File: src/rtl/mem_arbiter_if.sv
// mem_arbiter_if: bundle of every signal between the memory arbiter, the two
// caches and the main-memory model.
//
// Handshake (request/ready, level-sensitive):
//   A cache raises its enable(s) with addr/write_data and holds them stable
//   until its one-cycle ready pulse. The arbiter raises out_mem_read_en or
//   out_mem_write_en and holds it with out_mem_addr/out_mem_write_data until
//   memory answers with in_mem_ready. Read data is valid with in_mem_ready.
//
// Ports (signals), grouped by peer:
//   I-cache : in_i_read_en, in_i_addr, out_i_read_data, out_i_ready
//   D-cache : in_d_read_en, in_d_write_en, in_d_addr, in_d_write_data,
//             out_d_read_data, out_d_ready
//   memory  : out_mem_read_en, out_mem_write_en, out_mem_addr,
//             out_mem_write_data, in_mem_read_data, in_mem_ready
//   status  : out_busy, out_grant_d
// Modports: slave = arbiter view, master = environment (caches + memory) view.
interface mem_arbiter_if #(
   parameter int CACHE_LINE_SIZE = 128,
   parameter int ADDR_WIDTH      = 32
);
   logic                       in_i_read_en;
   logic [ADDR_WIDTH-1:0]      in_i_addr;
   logic [CACHE_LINE_SIZE-1:0] out_i_read_data;
   logic                       out_i_ready;

   logic                       in_d_read_en;
   logic                       in_d_write_en;
   logic [ADDR_WIDTH-1:0]      in_d_addr;
   logic [CACHE_LINE_SIZE-1:0] in_d_write_data;
   logic [CACHE_LINE_SIZE-1:0] out_d_read_data;
   logic                       out_d_ready;

   logic                       out_mem_read_en;
   logic                       out_mem_write_en;
   logic [ADDR_WIDTH-1:0]      out_mem_addr;
   logic [CACHE_LINE_SIZE-1:0] out_mem_write_data;
   logic [CACHE_LINE_SIZE-1:0] in_mem_read_data;
   logic                       in_mem_ready;

   logic                       out_busy;
   logic                       out_grant_d;

   modport slave (
      input  in_i_read_en, in_i_addr,
      output out_i_read_data, out_i_ready,
      input  in_d_read_en, in_d_write_en, in_d_addr, in_d_write_data,
      output out_d_read_data, out_d_ready,
      output out_mem_read_en, out_mem_write_en, out_mem_addr, out_mem_write_data,
      input  in_mem_read_data, in_mem_ready,
      output out_busy, out_grant_d
   );

   modport master (
      output in_i_read_en, in_i_addr,
      input  out_i_read_data, out_i_ready,
      output in_d_read_en, in_d_write_en, in_d_addr, in_d_write_data,
      input  out_d_read_data, out_d_ready,
      input  out_mem_read_en, out_mem_write_en, out_mem_addr, out_mem_write_data,
      output in_mem_read_data, in_mem_ready,
      input  out_busy, out_grant_d
   );
endinterface

File: src/rtl/mem_arbiter.sv
// mem_arbiter: shares one line-wide main-memory port between the I-cache and
// the D-cache. One transaction at a time: IDLE picks a winner and latches its
// operands, MEM holds the memory strobe until in_mem_ready, DONE pulses the
// owner's ready for one cycle so it can drop its request before re-arbitration.
//
// Ports:
//   clk       : clock, rising edge
//   reset     : synchronous, active-low reset
//   bus       : mem_arbiter_if.slave, all cache/memory/status signals
//   dbg_state : current FSM state (0 IDLE, 1 MEM, 2 DONE)
//
// Build option: define MEM_ARB_ROUND_ROBIN_EN to replace fixed D-over-I
// priority with a last-owner pointer that alternates on simultaneous requests.
module mem_arbiter #(
   parameter int CACHE_LINE_SIZE = 128,
   parameter int ADDR_WIDTH      = 32
) (
   input  logic         clk,
   input  logic         reset,
   mem_arbiter_if.slave bus,
   output logic [1:0]   dbg_state
);

   typedef enum logic [1:0] {
      IDLE = 2'd0,
      MEM  = 2'd1,
      DONE = 2'd2
   } state_t;

   state_t                     state;
   logic                       grant_d;
   logic                       busy;
   logic                       mem_read_en;
   logic                       mem_write_en;
   logic [ADDR_WIDTH-1:0]      mem_addr;
   logic [CACHE_LINE_SIZE-1:0] mem_write_data;
   logic [CACHE_LINE_SIZE-1:0] i_read_data;
   logic [CACHE_LINE_SIZE-1:0] d_read_data;
   logic                       i_ready;
   logic                       d_ready;

   logic d_req;
   logic i_req;
   logic win_d;
   logic win_write;

   assign d_req = bus.in_d_read_en | bus.in_d_write_en;
   assign i_req = bus.in_i_read_en;

`ifdef MEM_ARB_ROUND_ROBIN_EN
   // Last owner: 1 = D. Reset value 0 means D wins the first contest.
   logic last_d;

   // On a tie, the side that did not win last time gets the grant.
   assign win_d = d_req & (~i_req | ~last_d);

   always_ff @(posedge clk) begin
      if (!reset) begin
         last_d <= 1'b0;
      end else if (state == IDLE && (d_req || i_req)) begin
         last_d <= win_d;
      end
   end
`else
   assign win_d = d_req;
`endif

   // read_en together with write_en from D counts as a writeback.
   assign win_write = win_d & bus.in_d_write_en;

   always_ff @(posedge clk) begin
      if (!reset) begin
         state          <= IDLE;
         grant_d        <= 1'b0;
         busy           <= 1'b0;
         mem_read_en    <= 1'b0;
         mem_write_en   <= 1'b0;
         mem_addr       <= '0;
         mem_write_data <= '0;
         i_read_data    <= '0;
         d_read_data    <= '0;
         i_ready        <= 1'b0;
         d_ready        <= 1'b0;
      end else begin
         case (state)
            IDLE: begin
               if (d_req || i_req) begin
                  state        <= MEM;
                  busy         <= 1'b1;
                  grant_d      <= win_d;
                  mem_read_en  <= ~win_write;
                  mem_write_en <= win_write;
                  if (win_d) begin
                     mem_addr       <= bus.in_d_addr;
                     mem_write_data <= bus.in_d_write_data;
                  end else begin
                     mem_addr       <= bus.in_i_addr;
                     mem_write_data <= '0;
                  end
               end
            end

            MEM: begin
               if (bus.in_mem_ready) begin
                  state        <= DONE;
                  mem_read_en  <= 1'b0;
                  mem_write_en <= 1'b0;
                  // The strobe still reflects the op, so it selects the capture.
                  if (mem_read_en) begin
                     if (grant_d) d_read_data <= bus.in_mem_read_data;
                     else         i_read_data <= bus.in_mem_read_data;
                  end
                  if (grant_d) d_ready <= 1'b1;
                  else         i_ready <= 1'b1;
               end
            end

            DONE: begin
               state   <= IDLE;
               busy    <= 1'b0;
               i_ready <= 1'b0;
               d_ready <= 1'b0;
            end

            default: begin
               state        <= IDLE;
               busy         <= 1'b0;
               mem_read_en  <= 1'b0;
               mem_write_en <= 1'b0;
               i_ready      <= 1'b0;
               d_ready      <= 1'b0;
            end
         endcase
      end
   end

   assign bus.out_i_read_data    = i_read_data;
   assign bus.out_i_ready        = i_ready;
   assign bus.out_d_read_data    = d_read_data;
   assign bus.out_d_ready        = d_ready;
   assign bus.out_mem_read_en    = mem_read_en;
   assign bus.out_mem_write_en   = mem_write_en;
   assign bus.out_mem_addr       = mem_addr;
   assign bus.out_mem_write_data = mem_write_data;
   assign bus.out_busy           = busy;
   assign bus.out_grant_d        = grant_d;
   assign dbg_state              = state;

endmodule

File: src/flat_wrapper.sv
// flat-port wrapper written by rule: the top's interface ports become plain ports
module mem_arbiter_flat 
#(
   parameter int CACHE_LINE_SIZE = 128,
   parameter int ADDR_WIDTH      = 32
)
  (clk, reset, dbg_state, bus_in_i_read_en, bus_in_i_addr, bus_out_i_read_data, bus_out_i_ready, bus_in_d_read_en, bus_in_d_write_en, bus_in_d_addr, bus_in_d_write_data, bus_out_d_read_data, bus_out_d_ready, bus_out_mem_read_en, bus_out_mem_write_en, bus_out_mem_addr, bus_out_mem_write_data, bus_in_mem_read_data, bus_in_mem_ready, bus_out_busy, bus_out_grant_d);
  mem_arbiter_if #(.CACHE_LINE_SIZE(CACHE_LINE_SIZE), .ADDR_WIDTH(ADDR_WIDTH)) bus_i ();
  input  logic clk;
  input  logic reset;
  output logic [1:0] dbg_state;
  input wire logic [$bits(bus_i.in_i_read_en)-1:0] bus_in_i_read_en;
  input wire logic [$bits(bus_i.in_i_addr)-1:0] bus_in_i_addr;
  output wire logic [$bits(bus_i.out_i_read_data)-1:0] bus_out_i_read_data;
  output wire logic [$bits(bus_i.out_i_ready)-1:0] bus_out_i_ready;
  input wire logic [$bits(bus_i.in_d_read_en)-1:0] bus_in_d_read_en;
  input wire logic [$bits(bus_i.in_d_write_en)-1:0] bus_in_d_write_en;
  input wire logic [$bits(bus_i.in_d_addr)-1:0] bus_in_d_addr;
  input wire logic [$bits(bus_i.in_d_write_data)-1:0] bus_in_d_write_data;
  output wire logic [$bits(bus_i.out_d_read_data)-1:0] bus_out_d_read_data;
  output wire logic [$bits(bus_i.out_d_ready)-1:0] bus_out_d_ready;
  output wire logic [$bits(bus_i.out_mem_read_en)-1:0] bus_out_mem_read_en;
  output wire logic [$bits(bus_i.out_mem_write_en)-1:0] bus_out_mem_write_en;
  output wire logic [$bits(bus_i.out_mem_addr)-1:0] bus_out_mem_addr;
  output wire logic [$bits(bus_i.out_mem_write_data)-1:0] bus_out_mem_write_data;
  input wire logic [$bits(bus_i.in_mem_read_data)-1:0] bus_in_mem_read_data;
  input wire logic [$bits(bus_i.in_mem_ready)-1:0] bus_in_mem_ready;
  output wire logic [$bits(bus_i.out_busy)-1:0] bus_out_busy;
  output wire logic [$bits(bus_i.out_grant_d)-1:0] bus_out_grant_d;
  assign bus_i.in_i_read_en = bus_in_i_read_en;
  assign bus_i.in_i_addr = bus_in_i_addr;
  assign bus_out_i_read_data = bus_i.out_i_read_data;
  assign bus_out_i_ready = bus_i.out_i_ready;
  assign bus_i.in_d_read_en = bus_in_d_read_en;
  assign bus_i.in_d_write_en = bus_in_d_write_en;
  assign bus_i.in_d_addr = bus_in_d_addr;
  assign bus_i.in_d_write_data = bus_in_d_write_data;
  assign bus_out_d_read_data = bus_i.out_d_read_data;
  assign bus_out_d_ready = bus_i.out_d_ready;
  assign bus_out_mem_read_en = bus_i.out_mem_read_en;
  assign bus_out_mem_write_en = bus_i.out_mem_write_en;
  assign bus_out_mem_addr = bus_i.out_mem_addr;
  assign bus_out_mem_write_data = bus_i.out_mem_write_data;
  assign bus_i.in_mem_read_data = bus_in_mem_read_data;
  assign bus_i.in_mem_ready = bus_in_mem_ready;
  assign bus_out_busy = bus_i.out_busy;
  assign bus_out_grant_d = bus_i.out_grant_d;
  mem_arbiter #(.CACHE_LINE_SIZE(CACHE_LINE_SIZE), .ADDR_WIDTH(ADDR_WIDTH)) u_core (.clk(clk), .reset(reset), .bus(bus_i), .dbg_state(dbg_state));
endmodule
File: config.mk
export PLATFORM = sky130hd
export DESIGN_NAME = mem_arbiter_flat
export DESIGN_NICKNAME = d
export VERILOG_FILES = /design/src/rtl/mem_arbiter_if.sv /design/src/rtl/mem_arbiter.sv /design/src/flat_wrapper.sv
export SDC_FILE = /design/constraint.sdc
export NUM_CORES = 1
export LEC_CHECK = 0
export ABC_CLOCK_PERIOD_IN_PS = 2000
export CORE_AREA = 2 2 288 290
export CTS_CLUSTER_DIAMETER = 30
export DETAILED_ROUTE_END_ITERATION = 12
export DIE_AREA = 0 0 290 292
export PLACE_DENSITY = 0.54
export SETUP_SLACK_MARGIN = 0.05
export SYNTH_ARGS = -nofsm -noshare
export SYNTH_HDL_FRONTEND = slang
export SYNTH_SLANG_ARGS = --single-unit
File: constraint.sdc
create_clock -name clk -period 2 [get_ports clk]
set_clock_uncertainty 0.2 [all_clocks]
set_input_delay 0.3 -clock clk [delete_from_list [all_inputs] [get_ports clk]]
set_output_delay 0.3 -clock clk [all_outputs]
set_load 0.05 [all_outputs]
# Word level (Yosys, flattened, before mapping)
# Index checks and enable logic that the tools add are counted.
[word_totals]
reg_bits = 424
inputBits = 326
out_inout_bits = 424
elab_cells = 52
[op_classes]
n_eq_ne = 6
mux = 18
bitwise = 7
reduce_logical = 10
[op_table]
columns = ["cell", "count"]
rows = [
  ["2-to-1 mux 128 bit", 1],
  ["2-to-1 mux 32 bit", 1],
  ["AND reduction 3 bit", 3],
  ["2-to-1 mux 1 bit", 8],
  ["AND reduction 4 bit", 2],
  ["case mux 1 bit (2 select lines)", 3],
  ["case mux 1 bit (3 select lines)", 2],
  ["AND reduction 2 bit", 3],
  ["NOT 1 bit", 5],
  ["2-to-1 mux 2 bit", 2],
  ["!= test 2 x 1 -> 1 bit, second input constant", 2],
  ["!= test 2 bit, second input constant", 2],
  ["case mux 2 bit (2 select lines)", 1],
  ["== test 2 x 1 -> 1 bit, second input constant", 1],
  ["== test 2 bit, second input constant", 1],
  ["logical NOT 2 bit", 1],
  ["AND 1 bit", 1],
  ["logical OR 1 bit", 1],
  ["OR 1 bit", 1],
]

# Logic depth before layout (Yosys ltp)
[depth]
depth_word = 5
mapped_depth = 7
depth_no_buf = 3

# Worst setup path before layout
# No wires, ideal clock.
[synth_timing]
path_kind = "register to register"
from = "reg u_core.state[0], in the netlist u_core.dbg_state[0]"
to = "reg u_core.i_read_data[107], in the netlist u_core.bus.out_i_read_data[107]"
setup_time_ns = 0.072
arrival_ns = 1.831
required_time_ns = 1.728
path_slack_ns = -0.102
stages_incl_launch_ff = 6
n_path_buf = 2
period_less_slack_ns = 2.102
path_cell_list = "dfxtp_1 -> nand2_1 -> nor4b_2 -> buf_2 -> buf_4 -> mux2i_1"
[synth_via]
elab_chain_len = 2
[synth_rtl]
columns = ["item", "line", "rtl"]
rows = [
  ["from (decl)", "mem_arbiter.sv:30", "state_t state;"],
  ["from (signal assigned)", "mem_arbiter.sv:73", "state <= IDLE;"],
  ["from (signal assigned)", "mem_arbiter.sv:88", "state <= MEM;"],
  ["from (signal assigned)", "mem_arbiter.sv:105", "state <= DONE;"],
  ["== test 2 x 1 -> 1 bit", "mem_arbiter.sv:85", "case (state)"],
  ["AND reduction 4 bit (no line)", "-", ""],
  ["to (signal assigned)", "mem_arbiter.sv:111", "else i_read_data <= bus.in_mem_read_data;"],
  ["to (decl)", "mem_arbiter.sv:37", "logic [CACHE_LINE_SIZE-1:0] i_read_data;"],
]
# Every way passes these cells.
# A chain may end at the register's enable or synchronous reset.

# Worst setup path after layout
[layout_timing]
from = "reg u_core.mem_addr[5], in the netlist u_core.bus.out_mem_addr[5]"
to = "out bus_out_mem_addr[5]"
[layout_lines]
columns = ["item", "line", "rtl"]
rows = [
  ["from (decl)", "mem_arbiter.sv:35", "logic [ADDR_WIDTH-1:0] mem_addr;"],
  ["from (signal assigned)", "mem_arbiter.sv:94", "mem_addr <= bus.in_d_addr;"],
  ["from (signal assigned)", "mem_arbiter.sv:97", "mem_addr <= bus.in_i_addr;"],
  ["to (decl)", "flat_wrapper.sv:24", "output wire logic [$bits(bus_i.out_mem_addr)-1:0] bus_out_mem_addr;"],
]
# No word-level cell between the ends.

==> flow_summary_export.csv <==
group,metric,value,unit
status,status,"completed",
clock_network,htree_levels,3,
worst_setup_path,crit_type,"register to output port",
global_route,overflow,0,
routing,drt.antenna.violating_nets,0,
synth,ys_types,27,
power_and_ir_drop,ir_worst_vdd,0.886,mV
routing,wl_per_cell,17.8,microns
cells_and_area,area_growth,94.6,%
floorplan,io_pins,750,
synth,synth_cells,1476,
routing,drt_first_pass_iters,4,
floorplan,core-area,0.0816,sq mm
floorplan,rows,105,
place,port_buffers,749,
global_route,grt_max_degree,112,
timing,fin_crit,1890,ps
worst_setup_path,start_kind,"register",
timing,hold_viol_final,0,
synth,synth_nets,1802,
worst_setup_path,cp_slowest_cell,"clkdlybuf4s18_2",
floorplan,die_area,0.0847,sq mm
timing,fmax,529,MHz
synth,syn_area,0.0154,sq mm
timing,rsz0062_at_grt,"no",
global_route,grt_pass1_wl,97900,microns
timing,layout_setup_ws,109,ps
place,hpwl,47200,microns
routing,via_per_inst,4.11,
synth,synth_enable_flop_cells,0,
place,gp_congestion,0.862,
worst_setup_path,cp_top_family,"buffers and inverters",
clock_network,cts_tree,"done",
synth,yosysMostFrequentCell,"dfxtp_1",
synth,synth_area_per_cell,10.4,sq um
synth,synth_area_leaders,"dfxtp_1 55%, mux2i_1 17%, nand2_1 10%, a22o_1 7.3%, a311oi_2 2.7%",
routing,drc_errors,0,
global_route,grt_use_total,14.9,%
cells_and_area,fill_cells,7989,
floorplan,die_w,290,microns
timing,final.period_utilization,94.5,%
timing,report.final.setup_viol,0,
worst_setup_path,crit_path_max_fanout,2,
power_and_ir_drop,power.density,1100,mW/mm^2
timing,relSlewSlack,62.5,%
cells_and_area,final_cell_area,0.0299,sq mm
clock_network,clockBufferDepth,3,
worst_setup_path,endpoint_kind,"output port",
worst_hold_path,holdCritPathClass,"primary input to register",
timing,setup_tns,0,ps
synth,async_reset_ff_share,0,%
clock_network,cts.sinks,424,
clock_network,cts_inserted_buffers,113,
floorplan,start_util,18.8,%
timing,slew_viol_final,0,
power_and_ir_drop,leakage,0.0130,uW
synth,synth_warnings,0,
routing,wl,65400,microns
synth,synth_top_area_share,55.3,%
routing,vias,15100,
routing,drtIter0Drc,549,
place,post-place-ws,-263,ps
clock_network,clk_pin_slew,40,ps
clock_network,clock_latency,660,ps
worst_setup_path,worstPathArrival,1390,ps
synth,synth.top_cells.by_count,"424 x dfxtp_1, 417 x nand2_1, 256 x mux2i_1",
floorplan,die_h,292,microns
synth,synth_flop_cell,"dfxtp_1",
cells_and_area,drive_gt1_share,28.4,%
worst_setup_path,cp.required,1500,ps
synth,yosysSeqAreaShare,55.3,%
worst_setup_path,slowest_delay,370,ps
global_route,antenna_found_initial,11,
place,dpl_cell_area,0.0236,sq mm
timing,worst_pin_slew,563,ps
worst_setup_path,crit_chain,"clkdlybuf4s18_2",
synth,synth_area_leader_cell,"dfxtp_1",
worst_setup_path,crit_buf_inv,1,
clock_network,cts-root-buf,"clkbuf_16",
cells_and_area,final_nets,2832,
job,drv_cap,0,
synth,synth-seq-cells,424,
global_route,grt_pass1_vias,16100,
[timing repair]
item / CTS / global route
resized for setup: 437 / 31
endpoints found under the hold margin: 348 / 0
cloned: 0 / 0
hold buffers: 219 / 0
buffers inserted: 3 / 0
endpoints found under the setup margin: 119 / 21
[flip-flops by register name, summed over array words and instances, names as in the netlist]
signal,flops
u_core.bus.out_mem_write_en,1
u_core.bus.out_mem_read_en,1
u_core.bus.out_d_read_data,128
u_core.bus.out_grant_d,1
u_core.bus.out_i_ready,1
u_core.dbg_state,2
u_core.bus.out_mem_write_data,128
u_core.bus.out_mem_addr,32
u_core.bus.out_i_read_data,128
u_core.bus.out_busy,1
u_core.bus.out_d_ready,1
[worst register-to-register path, stage by stage (launching register included)]
cell and delay (ps):
dfxtp_4 340, buf_4 140, nor4b_4 280, buf_4 280, buf_4 250, mux2i_1 220
[placed cells by master (no fill, tap or decap), types with 2 or more instances in the layout]
master	count
buf_12	22
mux2i_1	256
dfxtp_4	2
diode_2	5
clkdlybuf4s18_2	11
clkinv_2	22
clkinv_16	3
clkbuf_1	10
clkinvlp_4	15
inv_16	3
clkinv_4	4
a311oi_1	4
a22o_1	128
dfxtp_1	421
clkbuf_8	18
a21oi_1	35
clkdlybuf4s15_2	54
nand4b_1	2
clkdlybuf4s50_1	324
o21ai_0	37
a311oi_2	28
buf_2	51
dlygate4sd3_1	219
nand2_1	417
nand3_1	3
nor2_1	5
buf_4	357
clkbuf_16	114
bufinv_16	24
[power breakdown]
part / internal [uW] / leakage, uW / total, uW / switching [uW]
Clock: 14200 / 0.00205 / 20000 / 5810
Combinational: 1730 / 0.00750 / 4020 / 2290
Sequential: 8820 / 0.00345 / 9030 / 210
[per-layer routing]
layer / global-route usage (%) / wire length, microns / vias up
met4: 8.18 / 2840 / 8
met1: 15.7 / 25000 / 7169
li1: - / - / 7224
met5: 0 / 52 / -
met2: 25.4 / 31800 / 583
met3: 6.08 / 5740 / 154
[cells by family (layout without fill, tap and decap cells)]
kind of cell | after synthesis | in the layout | share of synthesized area, %
compound gates | 235 | 235 | 12.8
buf+inv | 126 | 1254 | 4.37
flops | 424 | 424 | 55.3
mux | 256 | 256 | 16.7
other cells | 0 | 5 | 0
simple gates | 435 | 435 | 10.9
[path summary, 6_finish.rpt]
kind | start | endpoint | slack [ps] | cells past startpoint
min reg2reg | u_core.bus.out_d_read_data[102] | u_core.bus.out_d_read_data[102] | 250 | 2
min | bus_in_d_addr[14] | u_core.bus.out_mem_addr[14] | 60 | 3
max | u_core.bus.out_mem_addr[5] | bus_out_mem_addr[5] | 110 | 1
max reg2reg | u_core.dbg_state[1] | u_core.bus.out_i_read_data[7] | 230 | 5
[per-stage QoR]
step / cells / util (%) / total power [uW] / hold slack (ps)
after floorplan: 1476 / - / 11200 / 233
after global placement: 3239 / 28.9 / 12800 / 244
after detailed placement: 3239 / 28.9 / 12900 / 247
after CTS: 3674 / 36.8 / 33400 / 0.523
after global routing: 3676 / 36.6 / 34100 / 22.8
final: 3679 / 36.6 / 33000 / 61.4
[final cells by class]
type                    instances  area (sq um)  share of cell area, %
repair buffers               1039          9540                   31.9
flip-flops and latches        424          8500                   28.4
multi-input cells             926          6230                   20.8
clock buffers                 142          3140                   10.5
well taps                    1070          1340                   4.48
clock inverters                71          1130                   3.77
diodes                          5          12.5                 0.0418
inverters                       2          7.51                 0.0251
Note: power is estimated with default switching activity, not from simulation.
